File: src/rtl/bus_master_arbiter_mux.sv
// Round-robin bus arbiter for four masters with a registered one-hot-low grant
// and an owner-selected, strobe-gated mux onto the shared slave-facing bus.
module bus_master_arbiter_mux #(
  parameter int ADDR_W = 30,
  parameter int DATA_W = 32
) (
  input  logic              clk,
  input  logic              reset_,
  input  logic              m0_req_,
  input  logic [ADDR_W-1:0] m0_addr,
  input  logic              m0_as_,
  input  logic              m0_rw,
  input  logic [DATA_W-1:0] m0_wr_data,
  output logic              m0_grnt_,
  input  logic              m1_req_,
  input  logic [ADDR_W-1:0] m1_addr,
  input  logic              m1_as_,
  input  logic              m1_rw,
  input  logic [DATA_W-1:0] m1_wr_data,
  output logic              m1_grnt_,
  input  logic              m2_req_,
  input  logic [ADDR_W-1:0] m2_addr,
  input  logic              m2_as_,
  input  logic              m2_rw,
  input  logic [DATA_W-1:0] m2_wr_data,
  output logic              m2_grnt_,
  input  logic              m3_req_,
  input  logic [ADDR_W-1:0] m3_addr,
  input  logic              m3_as_,
  input  logic              m3_rw,
  input  logic [DATA_W-1:0] m3_wr_data,
  output logic              m3_grnt_,
  output logic [ADDR_W-1:0] s_addr,
  output logic              s_as_,
  output logic              s_rw,
  output logic [DATA_W-1:0] s_wr_data,
  output logic [1:0]        owner
);

  // Handshake: a master pulls req_ low and keeps it low for its whole
  // transfer; it may drive the bus once its grnt_ reads low. Ownership only
  // moves on an edge where the current owner's req_ is high.
  logic [3:0] req_n;
  logic [1:0] owner_q;
  logic [1:0] next_owner;
  logic [3:0] grnt_q;
  logic       found;
  logic [1:0] cand;

  assign req_n = {m3_req_, m2_req_, m1_req_, m0_req_};

  always_comb begin
    next_owner = owner_q;
    found      = 1'b0;
    cand       = owner_q;
    if (req_n[owner_q]) begin
      for (int i = 1; i < 4; i++) begin
        cand = owner_q + 2'(i);
        if (!found && !req_n[cand]) begin
          next_owner = cand;
          found      = 1'b1;
        end
      end
    end
  end

  always_ff @(posedge clk or negedge reset_) begin
    if (!reset_) begin
      owner_q <= 2'd0;
      grnt_q  <= 4'b1110;
    end else begin
      owner_q <= next_owner;
      grnt_q  <= ~(4'b0001 << next_owner);
    end
  end

  assign m0_grnt_ = grnt_q[0];
  assign m1_grnt_ = grnt_q[1];
  assign m2_grnt_ = grnt_q[2];
  assign m3_grnt_ = grnt_q[3];
  assign owner    = owner_q;

  logic [ADDR_W-1:0] sel_addr;
  logic              sel_as_;
  logic              sel_rw;
  logic [DATA_W-1:0] sel_wr_data;

  always_comb begin
    sel_addr    = m0_addr;
    sel_as_     = m0_as_;
    sel_rw      = m0_rw;
    sel_wr_data = m0_wr_data;
    case (owner_q)
      2'd1: begin
        sel_addr    = m1_addr;
        sel_as_     = m1_as_;
        sel_rw      = m1_rw;
        sel_wr_data = m1_wr_data;
      end
      2'd2: begin
        sel_addr    = m2_addr;
        sel_as_     = m2_as_;
        sel_rw      = m2_rw;
        sel_wr_data = m2_wr_data;
      end
      2'd3: begin
        sel_addr    = m3_addr;
        sel_as_     = m3_as_;
        sel_rw      = m3_rw;
        sel_wr_data = m3_wr_data;
      end
      default: ;
    endcase
  end

  // A parked owner that is not requesting must not be able to start a cycle.
  always_comb begin
    if (req_n[owner_q]) begin
      s_addr    = '0;
      s_as_     = 1'b1;
      s_rw      = 1'b1;
      s_wr_data = '0;
    end else begin
      s_addr    = sel_addr;
      s_as_     = sel_as_;
      s_rw      = sel_rw;
      s_wr_data = sel_wr_data;
    end
  end

endmodule
File: config.mk
export PLATFORM = sky130hd
export DESIGN_NAME = bus_master_arbiter_mux
export DESIGN_NICKNAME = d
export VERILOG_FILES = /design/src/rtl/bus_master_arbiter_mux.sv
export SDC_FILE = /design/constraint.sdc
export NUM_CORES = 1
export LEC_CHECK = 0
export ABC_AREA = 1
export CORE_AREA = 4 4 127 129
export DETAILED_ROUTE_END_ITERATION = 8
export DIE_AREA = 0 0 131 133
export PLACE_DENSITY_LB_ADDON = 0.3
export SLEW_MARGIN = 20
export SYNTH_ARGS = -nofsm -noshare
export SYNTH_HDL_FRONTEND = slang
export SYNTH_SLANG_ARGS = --single-unit
export TNS_END_PERCENT = 50
File: constraint.sdc
create_clock -name clk -period 4.7 [get_ports clk]
set_clock_uncertainty 0.1 [all_clocks]
set_input_delay 0.47 -clock clk [delete_from_list [all_inputs] [get_ports clk]]
set_output_delay 0.47 -clock clk [all_outputs]
set_load 0.1 [all_outputs]
==> metrics.txt <==
max_cap viols 0; Worst slew margin approximately a third; initial antenna violation count 0; PostCTS Resize Cnt 0; outcome finished, final reports clean; CP required 4130 ps; post-synth cell types 22; Worst EP arrival 3030 ps; I/O pin count ~330; Row Count 45; vias per std cell between 4 and 5; crit path cell chain inv_1 -> ha_1 -> inv_4 -> nand2_1 -> a221oi_1 -> nor3_2 -> clkdlybuf4s50_1; H-tree Lvls 1; placed inst area 5860 um^2; Crit Path Category reg2out; ANT cells 0; flops & latches, synth 6; Reg clk slew, reported paths 30 ps; TritonCTS clock tree built; Mapped Area 2570 um^2; IO buf count between 300 and 400; top cells by area, synth nand2_1 (25%), a221oi_1 (21%), nor3_2 (19%); GR Util All Layers 15.7%; drt drc 0; top_reg_cell synth dfstp_2; Max Slew Vio Count 0; maximum single-stage delay on the critical path between 900 and 1000 ps; post-synthesis instance total around 440; Tmin final ~3600 ps; setup TNS 0 ps; post-place setup slack 1220 ps; Hold WC Path Type in2async; largest area contributor in the netlist nand2_1; largest net degree at the start of global routing 64; Critical Path Source Type flop; worst-skew pair later-pin latency between 200 and 250 ps; HPWL after DPL 12400 um; P&R area growth vs syn 131%; final hold vios 0; RSZ-0062 raised after global routing false; chip height 133 um; Worst Setup End Kind output port; initial core utilization 17.1%; share of layout cells above drive strength 1 a little under a fifth; DRT Pass-1 Iters 4; post-synthesis sequential area ratio 5.98%; DR WL/cell 16.4 um; final setup fails 0; CTS Buffer Depth 2; Core ar. around 15000 um^2; fin util 39.5%; setup ws final 1100 ps; period utilisation layout 76.5%; Avg Inst Size Synth between 5 and 6 um^2; EDFF count, synth 0; area share of the largest cell type after synthesis between 20% and 30%; clock sink total 6; FFs w/ async S/R, synth 100%; Post-CTS Setup Bufs 0; via count 4256; Die Wd 131 um; Post-CTS Hold Fix Bufs 0; Fmax achieved between 200 and 300 MHz; Final nets 1015; Clock Tree Root clkbuf_16; worst-path maximum fanout 35; Synth top cells by count nand2_1 (170), nor2_1 (64), a221oi_1 (62), nor3_2 (49), clkbuf_1 (26); drt total wl 15300 um; Synthesized Nets 710; first-pass GRT wire length approximately 22000 um; die area approximately 17000 um^2; fill count 1613; Initial DRC Count 196; Slew @ Worst Pin 1020 ps; Overflow after GRT 0; count leader, synth nand2_1; Final Cell Area 5940 um^2; vias in the first global route 4196; ANT nets after route 0; CP max-delay cell clkdlybuf4s50_1; Ys Warns 0; Routability Congestion 0.872; CTS buffer count 3
## worst paths after layout
| check | start | to | slack [ps] | cells past startpoint |
|---|---|---|---|---|
| worst min-delay path | reset_ | owner[0] | 380 | 1 |
| worst max-delay path | owner[1] | s_addr[5] | 1100 | 7 |
| max in group asynchronous | reset_ | grnt_q[2] | 3860 | 1 |
| worst max register to register | owner[0] | grnt_q[0] | 2300 | 10 |
| min in group clk | owner[1] | owner[1] | 680 | 2 |
| worst min register to register | owner[1] | owner[1] | 680 | 2 |
## area by class of cell
type / count / area [um^2] / share of cell area, %
Inverter: 13 / 53.8 / 0.906
Multi-Input combinational cell: 383 / 2160 / 36.4
Tap cell: 188 / 235 / 3.96
Timing Repair Buffer: 342 / 3260 / 54.8
Clock buffer: 4 / 78.8 / 1.33
Sequential cell: 6 / 154 / 2.59
## stage by stage
| stage | cells | hold WS (ps) |
|---|---|---|
| after global placement | 932 | 623 |
| after detailed placement | 932 | 625 |
| final | 936 | 377 |
| after global routing | 936 | 400 |
| after floorplan | 444 | 74.4 |
| after CTS | 936 | 384 |
## logic make-up after synthesis
logic type | after synthesis | share of synthesized area (%)
and+or+nand+nor | 314 | 59.5
AOI/OAI and AO/OA | 65 | 22.2
buffers and inverters | 55 | 10.4
DFF | 6 | 5.98
adders and majority gates | 4 | 1.94
## sequential cells by signal, indices dropped and copies added (netlist names)
name    cells
owner       2
grnt_q      4
## cells in the final DEF (no fill, tap or decap), drive strengths merged
master / Yosys / layout
clkdlybuf4s50: 0 / 271
nand2: 173 / 173
buf: 16 / 71
nor2: 65 / 65
a221oi: 62 / 62
nor3: 62 / 62
inv: 13 / 13
nand3: 12 / 12
ha: 4 / 4
clkbuf: 26 / 4
dfrtp: 3 / 3
dfstp: 3 / 3
nand4: 2 / 2
o21ai: 1 / 1
a21oi: 1 / 1
o21bai: 1 / 1
## critical path: cells and delay by family, from the launching register on
kind | cells | cell delay (ps)
adders and majority gates | 1 | 270
DFF | 1 | 550
AOI/OAI and AO/OA | 1 | 310
buffers and inverters | 3 | 1470
and+or+nand+nor | 2 | 160
## metal layers
metal | GRT usage, % | part of all wire, %
met1 | 18.7 | 38
met2 | 28.9 | 51
met3 | 3.19 | 9.9
met4 | 2.57 | 1.4
met5 | 0 | 0
Power is left out: the tool's default activity adds up to more than one toggle a clock period on the data nets, which glitch-free logic cannot reach.
